==> config.mk <==
export PLATFORM = sky130hd
export DESIGN_NAME = mult_div_sequencer_flat
export DESIGN_NICKNAME = d
export VERILOG_FILES = /design/src/rtl/mult_div_sequencer_if.sv /design/src/rtl/mult_div_sequencer.sv /design/src/flat_wrapper.sv
export SDC_FILE = /design/constraint.sdc
export NUM_CORES = 1
export LEC_CHECK = 0
export CAP_MARGIN = 10
export CORE_ASPECT_RATIO = 0.7
export CORE_MARGIN = 10
export CORE_UTILIZATION = 35
export CTS_BUF_LIST = sky130_fd_sc_hd__clkbuf_2
export DETAILED_ROUTE_END_ITERATION = 6
export DONT_BUFFER_PORTS = 1
export GPL_ROUTABILITY_DRIVEN = 0
export GPL_TIMING_DRIVEN = 0
export SLEW_MARGIN = 30
export SYNTH_ARGS = -nofsm -noshare
export SYNTH_HDL_FRONTEND = slang
export SYNTH_SLANG_ARGS = --single-unit
==> constraint.sdc <==
create_clock -name clk -period 3.85 [get_ports clk]
set_input_delay 0.385 -clock clk [delete_from_list [all_inputs] [get_ports clk]]
set_output_delay 0.385 -clock clk [all_outputs]
set_load 0.03 [all_outputs]
==> src/rtl/mult_div_sequencer_if.sv <==
// Control-unit <-> multiply/divide sequencer handshake bundle.
// The control unit owns the master side; the sequencer owns the slave side.
interface mult_div_sequencer_if;
    logic start;
    logic op;
    logic div_by_zero;
    logic flush;
    logic mult_op;
    logic div_op;
    logic mult_div_sel;
    logic hilo_write;
    logic busy;
    logic done;
    logic div_zero_exc;

    modport master (
        output start, op, div_by_zero, flush,
        input  mult_op, div_op, mult_div_sel, hilo_write, busy, done, div_zero_exc
    );

    modport slave (
        input  start, op, div_by_zero, flush,
        output mult_op, div_op, mult_div_sel, hilo_write, busy, done, div_zero_exc
    );
endinterface

==> src/rtl/mult_div_sequencer.sv <==
// Sequences the shared mult/div units: start pulse, fixed-latency wait,
// HI/LO write and done, or a divide-by-zero exception.
module mult_div_sequencer #(
    parameter int MULT_CYCLES = 32,
    parameter int DIV_CYCLES  = 32,
    parameter int CNT_W       = 6
) (
    input logic                  clk,
    input logic                  reset,
    mult_div_sequencer_if.slave  bus
);

    typedef enum logic [2:0] {
        IDLE  = 3'd0,
        START = 3'd1,
        COUNT = 3'd2,
        WRITE = 3'd3,
        DONE  = 3'd4,
        EXC   = 3'd5
    } state_t;

    localparam logic [CNT_W-1:0] MULT_LOAD = CNT_W'(MULT_CYCLES - 1);
    localparam logic [CNT_W-1:0] DIV_LOAD  = CNT_W'(DIV_CYCLES - 1);
    localparam logic [CNT_W-1:0] CNT_ONE   = CNT_W'(1);

    state_t           state_q;
    logic [CNT_W-1:0] cnt_q;
    logic             op_q;
    logic             mult_op_q;
    logic             div_op_q;
    logic             hilo_write_q;
    logic             done_q;
    logic             exc_q;
    logic             busy_q;

    // Pulse registers are loaded on the transition into their state, so each
    // output is high exactly while the FSM sits in the matching state.
    always_ff @(posedge clk or negedge reset) begin
        if (!reset) begin
            state_q      <= IDLE;
            cnt_q        <= '0;
            op_q         <= 1'b0;
            mult_op_q    <= 1'b0;
            div_op_q     <= 1'b0;
            hilo_write_q <= 1'b0;
            done_q       <= 1'b0;
            exc_q        <= 1'b0;
            busy_q       <= 1'b0;
        end else begin
            mult_op_q    <= 1'b0;
            div_op_q     <= 1'b0;
            hilo_write_q <= 1'b0;
            done_q       <= 1'b0;
            exc_q        <= 1'b0;
            if (bus.flush) begin
                state_q <= IDLE;
                cnt_q   <= '0;
                busy_q  <= 1'b0;
            end else begin
                case (state_q)
                    IDLE: begin
                        if (bus.start) begin
                            op_q      <= bus.op;
                            mult_op_q <= ~bus.op;
                            div_op_q  <= bus.op;
                            busy_q    <= 1'b1;
                            state_q   <= START;
                        end
                    end
                    START: begin
                        if (op_q && bus.div_by_zero) begin
                            exc_q   <= 1'b1;
                            state_q <= EXC;
                        end else begin
                            cnt_q   <= op_q ? DIV_LOAD : MULT_LOAD;
                            state_q <= COUNT;
                        end
                    end
                    COUNT: begin
                        if (cnt_q == '0) begin
                            hilo_write_q <= 1'b1;
                            state_q      <= WRITE;
                        end else begin
                            cnt_q <= cnt_q - CNT_ONE;
                        end
                    end
                    WRITE: begin
                        done_q  <= 1'b1;
                        state_q <= DONE;
                    end
                    DONE: begin
                        busy_q  <= 1'b0;
                        state_q <= IDLE;
                    end
                    EXC: begin
                        busy_q  <= 1'b0;
                        state_q <= IDLE;
                    end
                    default: begin
                        cnt_q   <= '0;
                        busy_q  <= 1'b0;
                        state_q <= IDLE;
                    end
                endcase
            end
        end
    end

    // flush kills any pulse in the same cycle it is raised.
    assign bus.mult_op      = mult_op_q    & ~bus.flush;
    assign bus.div_op       = div_op_q     & ~bus.flush;
    assign bus.hilo_write   = hilo_write_q & ~bus.flush;
    assign bus.done         = done_q       & ~bus.flush;
    assign bus.div_zero_exc = exc_q        & ~bus.flush;
    assign bus.busy         = busy_q;
    assign bus.mult_div_sel = op_q;

endmodule

==> src/flat_wrapper.sv <==
// flat-port wrapper written by rule: the top's interface ports become plain ports
module mult_div_sequencer_flat 
#(
    parameter int MULT_CYCLES = 32,
    parameter int DIV_CYCLES  = 32,
    parameter int CNT_W       = 6
)
  (clk, reset, bus_start, bus_op, bus_div_by_zero, bus_flush, bus_mult_op, bus_div_op, bus_mult_div_sel, bus_hilo_write, bus_busy, bus_done, bus_div_zero_exc);
  mult_div_sequencer_if bus_i ();
  input logic clk;
  input logic reset;
  input wire logic [$bits(bus_i.start)-1:0] bus_start;
  input wire logic [$bits(bus_i.op)-1:0] bus_op;
  input wire logic [$bits(bus_i.div_by_zero)-1:0] bus_div_by_zero;
  input wire logic [$bits(bus_i.flush)-1:0] bus_flush;
  output wire logic [$bits(bus_i.mult_op)-1:0] bus_mult_op;
  output wire logic [$bits(bus_i.div_op)-1:0] bus_div_op;
  output wire logic [$bits(bus_i.mult_div_sel)-1:0] bus_mult_div_sel;
  output wire logic [$bits(bus_i.hilo_write)-1:0] bus_hilo_write;
  output wire logic [$bits(bus_i.busy)-1:0] bus_busy;
  output wire logic [$bits(bus_i.done)-1:0] bus_done;
  output wire logic [$bits(bus_i.div_zero_exc)-1:0] bus_div_zero_exc;
  assign bus_i.start = bus_start;
  assign bus_i.op = bus_op;
  assign bus_i.div_by_zero = bus_div_by_zero;
  assign bus_i.flush = bus_flush;
  assign bus_mult_op = bus_i.mult_op;
  assign bus_div_op = bus_i.div_op;
  assign bus_mult_div_sel = bus_i.mult_div_sel;
  assign bus_hilo_write = bus_i.hilo_write;
  assign bus_busy = bus_i.busy;
  assign bus_done = bus_i.done;
  assign bus_div_zero_exc = bus_i.div_zero_exc;
  mult_div_sequencer #(.MULT_CYCLES(MULT_CYCLES), .DIV_CYCLES(DIV_CYCLES), .CNT_W(CNT_W)) u_core (.clk(clk), .reset(reset), .bus(bus_i));
endmodule
**After elaboration in Yosys (flattened, before gate mapping)**

Cells that the tools add are included.

- Flip-flop bits (word level): 16
- Bits of input ports: 6
- Word-level logic and storage cells: 63

- Add/sub/neg operators: 1
- Equal/unequal tests: 11
- Mux-type cells: 26
- Bitwise operators: 7
- Reduce and logical (&&, ||, !) cells: 9

Operator list:

| cell | number |
|---|---|
| $mux 6 | 3 |
| $pmux 6 s3 | 1 |
| $mux 1 | 16 |
| $mux 3 | 4 |
| $pmux 3 s4 | 1 |
| $ne 3x3->1 const B | 3 |
| $eq 3x2->1 const B | 2 |
| $eq 3x3->1 const B | 2 |
| $logic_not 6->1 | 1 |
| $reduce_and 3->1 | 2 |
| $sub 6x1->6 const B | 1 |
| $and 1x1->1 | 5 |
| $ne 2x1->1 const B | 2 |
| $reduce_and 2->1 | 2 |
| $reduce_or 4->1 | 1 |
| $eq 3x1->1 const B | 1 |
| $logic_not 3->1 | 1 |
| $ne 3x2->1 const B | 1 |
| $reduce_or 3->1 | 1 |
| $not 1->1 | 2 |
| $pmux 1 s2 | 1 |
| $logic_and 1x1->1 | 1 |

**Longest topological paths before layout**

- Word-level depth: 4
- Gate-level depth with buffers: 6
- Mapped depth without buffers: 6

**Least setup slack after synthesis**

No wires, ideal clock.

- Kind: register to register
- From: register u_core.state_q[0]
- To: register u_core.cnt_q[0]
- Setup time: 0.079 ns
- Arrival time: 1.338 ns
- Data required time: 3.771 ns
- Slack: 2.432 ns
- Cell stages (with the launch flop): 6
- Cells stage by stage: dfrtp_1 buf_6 nor4b_4 and3_1 a21o_4 mux2i_1

- Word-level cells in the longest chain between the ends: 4

RTL lines:

| element | line | text |
|---|---|---|
| start, declared | mult_div_sequencer.sv:26 | `state_t state_q;` |
| start signal, assigned | mult_div_sequencer.sv:40 | `state_q <= IDLE;` |
| start signal, assigned | mult_div_sequencer.sv:56 | `state_q <= IDLE;` |
| start signal, assigned | mult_div_sequencer.sv:67 | `state_q <= START;` |
| $eq 3x3->1, or another cell as far along | mult_div_sequencer.sv:60 | `case (state_q)` |
| $reduce_or 4->1 (no line) | n/a |  |
| $pmux 6 s3 / $ne 2x1->1 (equally long branches) | n/a |  |
| $mux 6 / $reduce_and 3->1 (equally long branches) | n/a |  |
| end signal, assigned | mult_div_sequencer.sv:75 | `cnt_q <= op_q ? DIV_LOAD : MULT_LOAD;` |
| end signal, assigned | mult_div_sequencer.sv:84 | `cnt_q <= cnt_q - CNT_ONE;` |
| end, declared | mult_div_sequencer.sv:27 | `logic [CNT_W-1:0] cnt_q;` |

Several ways; a longest one is shown, not always the timed one.
A chain may end at the register's enable or synchronous reset.

**Final worst setup path**

- From: register u_core.state_q[0]
- To: register u_core.cnt_q[1]

The elaborated chain is that of the path after synthesis.

==> metrics.txt <==
critical path peak fanout 9; post-synthesis cell area 872 um2; Net Count, Synth between 80 and 90; Crit path largest cell delay roughly 430 ps; Initial Util 0.360; Max VDD drop 0.194 mV; Final #Nets between 90 and 100; vias in the first global route ~610; HPWL after DPL roughly 1300 um; critical path data arrival time between 1500 and 2000 ps; Final Worst Setup Slack roughly 2200 ps; total congestion overflow 0; Pleak roughly 0.41 nW; row cnt 15; Synth Flop Type dfrtp_1; total iterations of the first detailed-routing run 4; hold path cells 1; cell family with most CP delay simple AND/OR/NAND/NOR gates; #FFs+latches synth 16; Worst R2R Path Depth 5; CTS Sinks 16; Placed Area slightly above 900 um2; hold_sp bus_op; Wirelength per Cell approximately 15 um; number of flops mapped to enable cells by yosys 0; Residual DRC 0; ANT cells 0; hold-fix buffers at CTS 1; Clock Path Buffers 2; Num CTS Buffers 3; worst min path class input port to register; Seq/Total Area, Yosys 0.459; Worst Max-Slew Pin Slew between 700 and 800 ps; setup violators final 0; fin cells between 100 and 150; cells along the critical path buf_6 > nor4b_4 > and3_1 > a21o_4 > mux2i_1; initial DRC count between 90 and 100; PwrDens around 480 nW/um2; Max Clock Freq roughly 600 MHz; max_cap viols 0; Vias/cell 5.25; antenna-violating nets left 0; largest net degree at the start of global routing 17; Final Core Density 0.388; Synth Area per Inst around 11 um2; Max Clock Skew about 11 ps; initial antenna violation count 0; setup_tns 0 ps; hold slack between 100 and 150 ps; Total Power 0.451 mW; area grow syn2layout 7.75%; dpl ws between 2000 and 2500 ps; Async S/R FF share, synth 1.00; chip width about 80 um; share of layout cells above drive strength 1 0.176; Worst-path clk slew about 130 ps; Total GRT Usage 0.0763; fin crit period 1640 ps; placed cells approximately 120; Slowest cell on crit path nor4b_4; Worst setup EP type register; Slew headroom 0.497; reg2reg end u_core.cnt_q[1]; CP Class register to register; status completed; DIE HEIGHT 61.8 um; first-pass GRT wire length approximately 2900 um; H-tree Lvls 1; reg2reg setup slack approximately 2200 ps; worst path bufs/invs 1; IO Pins 13; die area 4920 um2; Port Buf Inserts 0; RSZ-0062 raised after global routing no; Slew Viols, Final 0; Hold Crit Endpoint u_core.mult_op_q; Design Area, Final roughly 940 um2; Yosys Warn Count 0; latest clock arrival within the worst-skew pair roughly 290 ps; Cells after Synth 81; startpoint types register; Tcrit/Tclk final 0.427; core area roughly 2400 um2; DR vias roughly 630; worst endpoint required time 4060 ps; CTS root buffer clkbuf_2; CTS tree done; distinct cell type count after synthesis 29; FF-to-FF Start u_core.state_q[0]; # Post-CTS Setup Buffers 0; post-cts resize count 0; drt total wl between 1500 and 2000 um; Fin. Hold Viols 0
state kept, by name, summed over array words and instances (netlist names):
name	count
u_core.state_q	3
u_core.cnt_q	6
u_core.done_q	1
u_core.exc_q	1
u_core.bus.mult_div_sel	1
u_core.mult_op_q	1
u_core.bus.busy	1
u_core.hilo_write_q	1
u_core.div_op_q	1
layout make-up:
cell class	count	area (um2)
Tap cell	34	42.5
Buffer	3	27.5
Timing Repair Buffer	1	10.0
Fill cell	235	1480
Clock buffer	3	15.0
Sequential cell	16	400
Multi-Input combinational cell	57	425
Inverter	5	18.8
logic make-up after synthesis:
kind of cell             synth area share
buffers and inverters              0.0531
multiplexers                       0.0746
flip-flops                          0.459
adder cells (fa/ha/maj)            0.0287
AO/OA/AOI/OAI                       0.142
AND/OR/NAND/NOR                     0.242
cells in the mapped netlist (all sizes together) (3+ instances only):
cell   instances  area share
inv            5       0.022
a31oi          4       0.029
nor3           3       0.017
mux2i          5       0.062
nor2b          8       0.057
nor2           8       0.037
a21oi          7       0.040
and3           3       0.023
dfrtp         16        0.46
buf            3       0.032
worst max-delay path by stage:
stage	from	endpoint	cells after the start
5_1_grt	u_core.cnt_q[2]	u_core.cnt_q[1]	4
2_1_floorplan	u_core.state_q[0]	u_core.cnt_q[0]	5
3_5_place_dp	u_core.state_q[0]	u_core.cnt_q[1]	5
3_3_place_gp	u_core.state_q[0]	u_core.cnt_q[1]	5
6_report	u_core.state_q[0]	u_core.cnt_q[1]	5
4_1_cts	u_core.state_q[0]	u_core.cnt_q[1]	5
layout by cell type, fill, tap and decap left out:
master | netlist | routed
nor2b_1 | 8 | 8
and2b_1 | 1 | 1
o2bb2ai_1 | 2 | 2
a31oi_1 | 4 | 4
nand4b_1 | 2 | 2
o22ai_2 | 1 | 1
nor4b_4 | 1 | 1
clkbuf_2 | 0 | 3
nor2_2 | 1 | 1
a21o_1 | 1 | 1
or4b_4 | 1 | 1
mux2i_2 | 1 | 1
and3_1 | 2 | 2
dfrtp_1 | 16 | 16
nor2_1 | 7 | 7
buf_2 | 1 | 1
a21oi_1 | 7 | 7
and3b_2 | 1 | 1
mux2_2 | 1 | 1
a21o_4 | 1 | 1
mux2i_1 | 4 | 4
buf_6 | 2 | 2
and3_2 | 1 | 1
ha_1 | 2 | 2
o21ai_0 | 1 | 1
nor3_1 | 3 | 3
or3b_1 | 1 | 1
inv_1 | 5 | 5
o22ai_1 | 1 | 1
and2_1 | 2 | 2
dlygate4sd3_1 | 0 | 1
report_power, final:
part | total (mW) | internal [mW] | switching [mW]
sequential | 0.225 | 0.192 | 0.0321
clock | 0.0709 | 0.0212 | 0.0496
combinational | 0.155 | 0.0663 | 0.0889
worst reg2reg max path, cell delays in order, from the launching register on:
cell and delay, ps:
dfrtp_1 400, buf_6 140, nor4b_4 430, and3_1 270
a21o_4 140, mux2i_1 200
metal layers:
layer | vias up | part of all wire | GRT usage
li1 | 297 | - | -
met5 | - | 0 | 0
met1 | 307 | 0.47 | 0.0958
met3 | 2 | 0.088 | 0.0474
met2 | 19 | 0.43 | 0.108
met4 | 0 | 0.0029 | 0.0153
Power figures use the tool's default switching activity.
